===== src/rtl/loop_cfg_if.sv =====
// loop_cfg_seq configuration bus: start, serial load and status.
// Readback pin cfg_sdo exists only with LOOP_CFG_READBACK_EN.
interface loop_cfg_if #(
   parameter int CFG_W = 8
);
   logic             cfg_start;
   logic             cfg_sval;
   logic             cfg_sdi;
   logic             cfg_busy;
   logic             cfg_done;
   logic             cfg_err;
   logic [CFG_W-1:0] cfg_q;
`ifdef LOOP_CFG_READBACK_EN
   logic             cfg_sdo;
`endif

   modport master (
      output cfg_start,
      output cfg_sval,
      output cfg_sdi,
      input  cfg_busy,
      input  cfg_done,
      input  cfg_err,
`ifdef LOOP_CFG_READBACK_EN
      input  cfg_sdo,
`endif
      input  cfg_q
   );

   modport slave (
      input  cfg_start,
      input  cfg_sval,
      input  cfg_sdi,
      output cfg_busy,
      output cfg_done,
      output cfg_err,
`ifdef LOOP_CFG_READBACK_EN
      output cfg_sdo,
`endif
      output cfg_q
   );
endinterface


===== src/rtl/loop_cfg_seq.sv =====
// Serial trim-word loader: shift in, settle, apply to tie/trim controls.
// Optional readback stream on cfg_sdo with LOOP_CFG_READBACK_EN.
module loop_cfg_seq #(
   parameter int CFG_W      = 8,
   parameter int SETTLE_CYC = 4
) (
   input  logic        CELCLK,
   input  logic        CELRST,
   input  logic        CELV,
   input  logic        CELG,
   input  logic        SUB,
   loop_cfg_if.slave   bus
);

   localparam int BW = (CFG_W > 2) ? $clog2(CFG_W) : 1;
   localparam int SW = (SETTLE_CYC > 1) ? $clog2(SETTLE_CYC + 1) : 1;

   typedef enum logic [1:0] {
      IDLE   = 2'd0,
      SHIFT  = 2'd1,
      SETTLE = 2'd2,
      APPLY  = 2'd3
   } state_t;

   state_t           state;
   state_t           state_nx;

   logic [CFG_W-1:0] shadow;
   logic [CFG_W-1:0] q;
   logic [BW-1:0]    bit_cnt;
   logic [SW-1:0]    settle_cnt;
   logic             busy;
   logic             done;
   logic             err;

   logic             take_start;
   logic             beat;
   logic             last_beat;
   logic             do_apply;
   logic             flag_err;
   logic             settle_end;

   // Supply/substrate pins exist only for brick netlisting.
   wire unused_pins = &{CELV, CELG, SUB};

   assign last_beat  = beat && (bit_cnt == BW'(CFG_W - 1));
   assign settle_end = (settle_cnt == SW'(1));

   // State register.
   always_ff @(posedge CELCLK or posedge CELRST) begin
      if (CELRST) begin
         state <= IDLE;
      end else begin
         state <= state_nx;
      end
   end

   // Next-state selection.
   always_comb begin
      state_nx = state;
      unique case (state)
         IDLE: begin
            if (bus.cfg_start) state_nx = SHIFT;
         end
         SHIFT: begin
            if (last_beat) begin
               state_nx = (SETTLE_CYC == 0) ? APPLY : SETTLE;
            end
         end
         SETTLE: begin
            if (settle_end) state_nx = APPLY;
         end
         APPLY: begin
            state_nx = IDLE;
         end
         default: state_nx = IDLE;
      endcase
   end

   // Per-state datapath controls; a start outside IDLE is a collision.
   always_comb begin
      take_start = 1'b0;
      beat       = 1'b0;
      do_apply   = 1'b0;
      flag_err   = 1'b0;
      unique case (state)
         IDLE: begin
            take_start = bus.cfg_start;
         end
         SHIFT: begin
            beat     = bus.cfg_sval;
            flag_err = bus.cfg_start;
         end
         SETTLE: begin
            flag_err = bus.cfg_start;
         end
         APPLY: begin
            do_apply = 1'b1;
            flag_err = bus.cfg_start;
         end
         default: ;
      endcase
   end

   // Shadow shift register and bit counter.
   always_ff @(posedge CELCLK or posedge CELRST) begin
      if (CELRST) begin
         shadow  <= '0;
         bit_cnt <= '0;
      end else begin
         if (take_start) begin
            bit_cnt <= '0;
         end else if (beat) begin
            bit_cnt <= bit_cnt + BW'(1);
         end
         if (beat) begin
            shadow <= {shadow[CFG_W-2:0], bus.cfg_sdi};
         end
      end
   end

   // Settle down-counter, loaded on the last accepted bit.
   always_ff @(posedge CELCLK or posedge CELRST) begin
      if (CELRST) begin
         settle_cnt <= '0;
      end else if (last_beat) begin
         settle_cnt <= SW'(SETTLE_CYC);
      end else if (state == SETTLE) begin
         settle_cnt <= settle_cnt - SW'(1);
      end
   end

   // Applied word: only whole words, only on APPLY.
   always_ff @(posedge CELCLK or posedge CELRST) begin
      if (CELRST) begin
         q <= '0;
      end else if (do_apply) begin
         q <= shadow;
      end
   end

   // Status flags: busy span, done pulse, sticky collision error.
   always_ff @(posedge CELCLK or posedge CELRST) begin
      if (CELRST) begin
         busy <= 1'b0;
         done <= 1'b0;
         err  <= 1'b0;
      end else begin
         done <= do_apply;
         if (take_start) begin
            busy <= 1'b1;
         end else if (do_apply) begin
            busy <= 1'b0;
         end
         if (take_start) begin
            err <= 1'b0;
         end else if (flag_err) begin
            err <= 1'b1;
         end
      end
   end

`ifdef LOOP_CFG_READBACK_EN
   logic sdo;

   // Readback: the bit falling out of the shadow on each beat.
   always_ff @(posedge CELCLK or posedge CELRST) begin
      if (CELRST) begin
         sdo <= 1'b0;
      end else if (beat) begin
         sdo <= shadow[CFG_W-1];
      end
   end

   assign bus.cfg_sdo = sdo;
`endif

   assign bus.cfg_busy = busy;
   assign bus.cfg_done = done;
   assign bus.cfg_err  = err;
   assign bus.cfg_q    = q;

endmodule


===== src/flat_wrapper.sv =====
// flat-port wrapper written by rule: the top's interface ports become plain ports
module loop_cfg_seq_flat 
#(
   parameter int CFG_W      = 8,
   parameter int SETTLE_CYC = 4
)
  (CELCLK, CELRST, CELV, CELG, SUB, bus_cfg_start, bus_cfg_sval, bus_cfg_sdi, bus_cfg_busy, bus_cfg_done, bus_cfg_err, bus_cfg_q);
  loop_cfg_if #(.CFG_W(CFG_W)) bus_i ();
  input  logic CELCLK;
  input  logic CELRST;
  input  logic CELV;
  input  logic CELG;
  input  logic SUB;
  input wire logic [$bits(bus_i.cfg_start)-1:0] bus_cfg_start;
  input wire logic [$bits(bus_i.cfg_sval)-1:0] bus_cfg_sval;
  input wire logic [$bits(bus_i.cfg_sdi)-1:0] bus_cfg_sdi;
  output wire logic [$bits(bus_i.cfg_busy)-1:0] bus_cfg_busy;
  output wire logic [$bits(bus_i.cfg_done)-1:0] bus_cfg_done;
  output wire logic [$bits(bus_i.cfg_err)-1:0] bus_cfg_err;
  output wire logic [$bits(bus_i.cfg_q)-1:0] bus_cfg_q;
  assign bus_i.cfg_start = bus_cfg_start;
  assign bus_i.cfg_sval = bus_cfg_sval;
  assign bus_i.cfg_sdi = bus_cfg_sdi;
  assign bus_cfg_busy = bus_i.cfg_busy;
  assign bus_cfg_done = bus_i.cfg_done;
  assign bus_cfg_err = bus_i.cfg_err;
  assign bus_cfg_q = bus_i.cfg_q;
  loop_cfg_seq #(.CFG_W(CFG_W), .SETTLE_CYC(SETTLE_CYC)) u_core (.CELCLK(CELCLK), .CELRST(CELRST), .CELV(CELV), .CELG(CELG), .SUB(SUB), .bus(bus_i));
endmodule

===== config.mk =====
export PLATFORM = sky130hd
export DESIGN_NAME = loop_cfg_seq_flat
export DESIGN_NICKNAME = d
export VERILOG_FILES = /design/src/rtl/loop_cfg_if.sv /design/src/rtl/loop_cfg_seq.sv /design/src/flat_wrapper.sv
export SDC_FILE = /design/constraint.sdc
export NUM_CORES = 1
export LEC_CHECK = 0
export BUFFER_PORTS_ARGS = -buffer_cell sky130_fd_sc_hd__buf_4
export CORE_ASPECT_RATIO = 1.2
export CORE_MARGIN = 4
export CORE_UTILIZATION = 58
export DETAILED_ROUTE_END_ITERATION = 12
export PLACE_DENSITY = 0.82
export SLEW_MARGIN = 20
export SYNTH_ARGS = -nofsm -noshare
export SYNTH_HDL_FRONTEND = slang
export SYNTH_SLANG_ARGS = --single-unit

===== constraint.sdc =====
create_clock -name CELCLK -period 3.14 [get_ports CELCLK]
set_input_delay 0 -clock CELCLK [delete_from_list [all_inputs] [get_ports CELCLK]]
set_output_delay 0 -clock CELCLK [all_outputs]
set_load 0.005 [all_outputs]

# After elaboration in Yosys (flattened, before gate mapping)
# Cells that the tools add are included.
# classes
addsub,2
multipliers,0
div_mod_pow,0
n_lt_le_gt_ge,0
n_eq_ne,8
shifts,0
n_mux,16
n_bitwise,0
n_reduce_logical,8
# ops
cell,count
two-way mux 3 bit,4
two-way mux 1 bit,8
one-hot mux 2 bit (4 select lines),1
nonzero test 2 bit,4
two-way mux 2 bit,3
"== test 2 bit, second input constant",2
"!= test 2 x 1 -> 1 bit, second input constant",2
"adder 3 x 1 -> 3 bit, second input constant",1
"== test 3 x 1 -> 1 bit, second input constant",1
"== test 3 bit, second input constant",1
AND reduction 3 bit,1
OR reduction 3 bit,1
"subtractor 3 x 1 -> 3 bit, second input constant",1
"== test 2 x 1 -> 1 bit, second input constant",1
logical NOT 2 bit,1
"!= test 2 bit, second input constant",1
logical AND 1 bit,1
# totals
ff_bits,27
latch_bits,0
ram_bits,0
rom_bits,0
input_bits,8
wordCells,42
n_memories,0

# Logic depth before layout (Yosys ltp)
# Gate-level depths: netlist of run 1.
# logic_depth
word_depth,5
ltp_mapped,6
mapped_depth_nobuf,5

# Worst setup path after synthesis of run 1
# OpenSTA, ideal clock, no wires.
# synth_path
kind,reg2reg
start,register u_core.state[0]
end,register u_core.state[1]
setup_ns,0.128
arrival_time_ns,1.350
setup_slack_ns,1.663
stages_incl_launch_ff,6
period_less_slack_ns,1.477
path_cell_list,dfrtp_1 -> inv_1 -> ha_1 -> nor2b_2 -> a211oi_2 -> mux2_1
# synth_between
elab_chain_len,5
word_cells_on_any_way,11
# synth_lines
item,line,source
start: declaration,loop_cfg_seq.sv:25,state_t state;
start signal: assignment,loop_cfg_seq.sv:54,state <= state_nx;
== test 2 x 1 -> 1 bit,"loop_cfg_seq.sv:61, loop_cfg_seq.sv:86",
two-way mux 1 bit,loop_cfg_seq.sv:86,unique case (state)
logical AND 1 bit,loop_cfg_seq.sv:46,assign last_beat = beat && (bit_cnt == BW'(CFG_W - 1));
!= test 2 x 1 -> 1 bit (no line),n/a,
AND reduction 3 bit (no line),n/a,
# Several ways; a longest one is shown, not always the timed one.
# A chain may end at the register's enable or synchronous reset.

# Worst setup path in the final report of run 1
# Ends and elaborated chain as after synthesis.

==> impl_results.md, run 1 <==
- Yosys top cell area share: 0.570
- Predominant post-synthesis flop cell: dfrtp_1
- Die height: between 50 and 60 µm
- Dominant cell type by area after synthesis: dfrtp_1
- Routed length per instance: between 10 and 15 µm
- First-pass GRT wire length: about 3300 µm
- Layout cells sized above 1: 0.336
- Drt drc: 0
- PortBufs: 15
- Worst Tran Pin Value: 0.955 ns
- # Max-Cap Violations: 0
- Initial antenna violation count: 0
- Most numerous cell in the Yosys netlist: dfrtp_1
- RSZ-0062 raised after global routing: false
- Compound-Gate Fraction of Synth Area: 0.0570
- Syn nets: 104
- Largest cells by area after synthesis: dfrtp_1 57%, mux2_2 14%, ha_1 9.5%
- Clock Path Buffers: 2
- FF-to-FF path depth: 5
- ANT cells: 0
- Placer Congestion: 0.710
- Clock slew at reported path FFs: between 0.1 and 0.15 ns
- Nets@finish: ~130
- XOR/XNOR share of the synthesized area: 0.0148
- Final ANT Viol Nets: 0
- DP HPWL: roughly 1300 µm
- EDFF count, synth: 0
- Crit-path max cell delay: ~0.42 ns
- Slew Viols, Final: 0
- Final Util: 0.723
- Reg-to-Reg End: u_core.state[1]
- Final setup fails: 0
- CTS Buf Count: 3
- Crit-path max FO: 6
- Cell variety after synth: 20
- Setup TNS: 0 ns
- Skew-Pair Late Insertion Delay: 0.32 ns
- Worst setup path category: flip-flop to flip-flop
- Routed vias: about 680
- Area share of fa/ha/maj cells after synthesis: 0.0950
- Cell area after synthesis: about 1200 µm²
- Critical path data arrival time: roughly 1.9 ns
- Fraction of registers with async set/reset: 1.00
- Vias in the first global route: 745
- First DRT Iteration DRCs: 5
- Total design power: 1330 µW
- Final cell count without fillers: 126
- Root buf cell: clkbuf_4
- Grt ovf: 0
- Syn Area/Cell: 13.6 µm²
- Leakage Power: approximately 0.00070 µW
- Largest net degree at the start of global routing: 28
- R2R setup slack: ~1.5 ns
- Hold depth: 3
- Final Cycle Share: 0.526
- Crit path capture type: flip-flop
- Die Wd: approximately 49 µm
- Placed Area: around 1300 µm²
- Status: finished clean
- CTS tree: done
- Critical path startpoint: u_core.state[0]
- PwrDens: slightly below 1000 nW/µm²
- Clock H-tree levels: 1
- Critical path cell sequence: inv_1 -> ha_1 -> nor2b_2 -> a211oi_2 -> mux2_1
- Core box area: approximately 1900 µm²
- Final critical-path required period: approximately 1.7 ns
- Inst Count DP: ~120
- Top cells by count, synth: 27 x dfrtp_1, 15 x mux2_2, 9 x ha_1
- Hold Crit Start: bus_cfg_sval
- Worst Hold End: u_core.settle_cnt[2]
- Die ar.: ~2800 µm²
- Peak VDD IR: roughly 0.00056 V
- Final hold vios: 0
- Total iterations of the first detailed-routing run: 4
- Initial Utilization: 0.626
- Post-synthesis sequential area ratio: 0.570
- Synthesis warning total: 0
- Worst setup SP type: flip-flop
- WP data required: 3.36 ns
- R2r startpoint: u_core.state[0]
- Synth Register Bits: 27
- Global-route usage over all layers: 0.153
- Area delta synth->final: 15.5%
- Clock skew: 0.00931 ns
- Final Cell Area: ~1400 µm²
- Post-synthesis mux area share: 0.187
- Highest clock rate: slightly above 0.6 GHz
- Routed vias/inst: 5.39
- Max_slew headroom: 0.363
- Clock sink total: 27
- Hold/Removal Path Class: primary input to flip-flop
- Simple-gate area share of the yosys netlist: 0.0454
- Boundary Pins: 19
- Row cnt: 17
- Final WL: around 1900 µm
- Mapped Cells: 87
- Slowest-stage cell, CP: dfrtp_1
- Largest family of logic cells by synthesized area: multiplexers
cell usage in the layout (no fill, tap or decap), types with 3 or more instances in the layout:
master / count
buf_4: 15
ha_1: 9
mux2_2: 15
mux2i_1: 3
inv_1: 7
dfrtp_1: 27
dlygate4sd3_1: 3
a21oi_1: 6
clkbuf_4: 3
worst max path at each step:
stage | end | cells past startpoint | slack [ns]
2_1_floorplan | u_core.state[1] | 5 | 1.66
6_report | u_core.state[1] | 5 | 1.49
5_1_grt | u_core.shadow[1] | 4 | 1.40
3_5_place_dp | u_core.state[1] | 5 | 1.50
4_1_cts | u_core.state[1] | 5 | 1.49
3_3_place_gp | u_core.state[1] | 5 | 1.55
critical path, delay by kind of cell (launching register included):
| kind | cells | cell delay [ns] |
|---|---|---|
| flops | 1 | 0.42 |
| simple gates | 1 | 0.19 |
| buf+inv | 1 | 0.10 |
| fa+ha+maj | 1 | 0.29 |
| mux | 1 | 0.35 |
| compound gates | 1 | 0.20 |
metrics by stage:
stage / hold slack [ns] / setup slack (ns)
final: 0.00284 / 1.49
after global routing: 0.0147 / 1.40
after CTS: 0.00448 / 1.49
after detailed placement: 0.231 / 1.50
after global placement: 0.217 / 1.55
after floorplan: 0.0527 / 1.66
per-layer routing:
metal  wire [µm]  up-vias  global-route usage  part of all wire
met1         827      331               0.192              0.44
met4          25        0              0.0732             0.013
met5           0        -                   0                 0
met3          41        4              0.0287             0.022
met2         972        9               0.255              0.52
li1            -      335                   -                 -
sequential cells by signal (all words and copies together), names as in the netlist:
| signal | count |
|---|---|
| u_core.bus.cfg_done | 1 |
| u_core.bus.cfg_err | 1 |
| u_core.settle_cnt | 3 |
| u_core.bus.cfg_busy | 1 |
| u_core.state | 2 |
| u_core.bit_cnt | 3 |
| u_core.shadow | 8 |
| u_core.bus.cfg_q | 8 |
final cells by class:
cell class	count	area, µm²
Clock inverter	1	5.00
Timing Repair Buffer	18	143
Clock buffer	3	22.5
Fill cell	146	524
Sequential cell	27	676
Multi-Input combinational cell	51	473
Inverter	7	26.3
Tap cell	19	23.8
power breakdown:
| group | leakage (µW) | switching, µW | internal, µW |
|---|---|---|---|
| registers | 0.000334 | 98.5 | 514 |
| clock network | 0.0000177 | 94.9 | 47.7 |
| logic | 0.000344 | 243 | 328 |
| total | 0.000695 | 436 | 889 |
cells by family after synthesis:
| kind of cell | Yosys count |
|---|---|
| adders and majority gates | 9 |
| and+or+nand+nor | 9 |
| AOI/OAI and AO/OA | 11 |
| DFF | 27 |
| xor gates and xnor gates | 2 |
| buffers and inverters | 9 |
| muxes | 20 |
timing repair:
item,in CTS,in global routing
resized for setup,0,0
endpoints found under the hold margin,33,0
hold buffers,3,0
setup buffers,0,0
(Power assumes the default switching activity.)
==> run 2: changes to the inputs <==
--- a/config.mk
+++ b/config.mk
@@ -8,9 +8,9 @@
 export BUFFER_PORTS_ARGS = -buffer_cell sky130_fd_sc_hd__buf_4
 export CORE_ASPECT_RATIO = 1.2
 export CORE_MARGIN = 4
-export CORE_UTILIZATION = 58
+export CORE_UTILIZATION = 49
 export DETAILED_ROUTE_END_ITERATION = 12
-export PLACE_DENSITY = 0.82
+export PLACE_DENSITY = 0.73
 export SLEW_MARGIN = 20
 export SYNTH_ARGS = -nofsm -noshare
 export SYNTH_HDL_FRONTEND = slang
==> constraint.sdc (replaced) <==
create_clock -name CELCLK -period 1.5 [get_ports CELCLK]
set_input_delay 0 -clock CELCLK [delete_from_list [all_inputs] [get_ports CELCLK]]
set_output_delay 0 -clock CELCLK [all_outputs]
set_load 0.005 [all_outputs]
==> run 2 against run 1 <==
Flip-flop and latch count did not move. Worst hold slack better by 0.26 ns. Register-to-register slack got worse by 1.5 ns. Cell area is 13% higher. Sequential power up 110%. Critical endpoint is now u_core.state[0]. Largest cell class unchanged. Largest power group is now combinational logic.
==> impl_results.md, run 2 (same netlist as run 1, synthesis figures left out) <==
- Crit-path max FO: 3 (-3)
- Clock slew at reported path FFs: 0.15 ns (about the same)
- # Max-Cap Violations: 0 (unchanged)
- Skew-Pair Late Insertion Delay: 0.32 ns (about the same)
- Clock H-tree levels: 1 (unchanged)
- Crit-path max cell delay: 0.50 ns (+0.08 ns)
- Total iterations of the first detailed-routing run: 3 (-1)
- Inst Count DP: 141 (+18%)
- Worst Tran Pin Value: 0.333 ns (-0.622 ns)
- Peak VDD IR: 0.00144 V (+160%)
- Highest clock rate: 0.680 GHz (+12%)
- Final Util: 0.670 (-0.0535)
- R2r startpoint: u_core.state[1]
- Setup WS post-layout: 0.0285 ns (-1.46 ns)
- Final critical-path required period: 1.47 ns (-0.181 ns)
- Clock Path Buffers: 2 (unchanged)
- Worst setup path category: flip-flop to flip-flop
- Final setup fails: 0 (unchanged)
- Final hold vios: 0 (unchanged)
- Placer Congestion: 0.792 (+12%)
- Die ar.: 3270 µm² (+16%)
- Root buf cell: clkbuf_4
- WP data required: 1.72 ns (-1.64 ns)
- Routed length per instance: 12.2 µm (-17%)
- Row cnt: 19 (+2)
- Critical path data arrival time: 1.69 ns (-0.18 ns)
- Leakage Power: 0.000755 µW (+8.6%)
- DP HPWL: 1340 µm (+1.7%)
- Final ANT Viol Nets: 0 (unchanged)
- Status: finished clean
- Initial Utilization: 0.514 (-0.112)
- Grt ovf: 0 (unchanged)
- Busiest layer in global routing: met2
- CTS tree: done
- WP buf/inv: 1 (unchanged)
- GR Util met1: 0.165 (-0.0269)
- Die Wd: 52.9 µm (+7.4%)
- Initial antenna violation count: 0 (unchanged)
- Drt drc: 0 (unchanged)
- Core box area: 2310 µm² (+22%)
- Final Cycle Share: 0.981 (+0.455)
- PwrDens: 2000 nW/µm² (+110%)
- Critical path startpoint: u_core.state[1]
- Most common cell after layout, fill and taps aside: dfrtp_1
- Routed vias/inst: 4.80 (-11%)
- Slowest-stage cell, CP: or4_4
- Placement Setup Slack: 0.00615 ns (-1.49 ns)
- Final WL: 1850 µm (-1.0%)
- Nets@finish: 138 (+10%)
- Boundary Pins: 19 (unchanged)
- Largest delay share family, worst path: simple AND/OR/NAND/NOR gates
- Vias in the first global route: 771 (+3.5%)
- Final cell count without fillers: 151 (+20%)
- Critical path cell sequence: buf_4 -> ha_2 -> or4_4 -> o21a_1
- Routed vias: 725 (+6.8%)
- Crit path capture type: flip-flop
- First DRT Iteration DRCs: 22 (+17)
- Die height: 61.9 µm (+7.6%)
- Clock sink total: 27 (unchanged)
- Placed Area: 1410 µm² (+7.8%)
- Area delta synth->final: 30.3%
- CTS Buf Count: 3 (unchanged)
- RSZ-0062 raised after global routing: true
- Global-route usage over all layers: 0.137 (-0.0158)
- First-pass GRT wire length: 3200 µm (-2.7%)
- Slew Viols, Final: 0 (unchanged)
- M2 GR Usage: 0.230 (-0.0243)
- Clock skew: 0.0122 ns (+0.00292 ns)
- Most frequent cells in the layout: 27 x dfrtp_1, 26 x buf_4, 15 x mux2_2, 6 x a21oi_1, 5 x inv_1
- Largest net degree at the start of global routing: 28 (unchanged)
- Worst setup SP type: flip-flop
- GRT met3 Usage: 0.0286 (-0.0000810)
- Max_slew headroom: 0.778 (+0.415)
- Layout cells sized above 1: 0.475 (+0.139)
- Hold/Removal Path Class: primary input to async pin
- Final Cell Area: 1540 µm² (+13%)
- ANT cells: 0 (unchanged)
- PortBufs: 15 (unchanged)
==> run 2: repair_timing <==
| item | 4_1_cts | 5_1_grt |
|---|---|---|
| hold endpoints to repair | 34 | 0 |
| resized for setup | 1 | 11 |
| hold buffers | 4 | 0 |
| pin swaps | 0 | 3 |
| setup buffers | 0 | 2 |
| setup endpoints to repair | 1 | 6 |
==> run 2: worst register-to-register path, stage by stage (launching register included) <==
cell and delay, ns:
dfrtp_1 0.42, buf_4 0.15, ha_2 0.18, or4_4 0.50, o21a_1 0.12
==> run 2: where the power goes <==
group | switching (µW) | internal (µW)
combinational | 567 | 923
sequential | 205 | 1080
clock | 209 | 102
==> run 2: path summary, 6_finish.rpt <==
check	end	slack [ns]	cells after the start
min in group CELCLK	u_core.shadow[0]	0.44	3
min	u_core.bus.cfg_q[4]	0.26	4
max	u_core.state[0]	0.03	4
min reg2reg	u_core.shadow[7]	0.52	1
max reg2reg	u_core.state[0]	0.03	4
max in group asynchronous	u_core.bus.cfg_q[2]	0.97	4
==> run 2: layer usage <==
layer	wire, µm	part of all wire
met1	844	0.46
met2	944	0.51
met3	40	0.022
met5	0	0
met4	19	0.010
==> run 2: metrics by stage <==
| stage | power, µW | hold WS [ns] | setup TNS [ns] |
|---|---|---|---|
| detailed placement | 2670 | 0.0886 | 0 |
| global placement | 2600 | 0.0812 | 0 |
| finish | 3080 | 0.264 | 0 |
| floorplan | 2080 | 0.0527 | 0 |
| global route | 3350 | 0.305 | -0.0228 |
| CTS | 3000 | 0.274 | -0.00790 |
==> run 2: layout make-up <==
| cell class | instances | area, µm² |
|---|---|---|
| clock buffer | 3 | 22.5 |
| clock inverter | 1 | 7.51 |
| fill | 169 | 762 |
| inverter | 7 | 26.3 |
| multi-input combinational | 51 | 518 |
| sequential | 27 | 676 |
| tap | 31 | 38.8 |
| timing repair buffer | 31 | 255 |
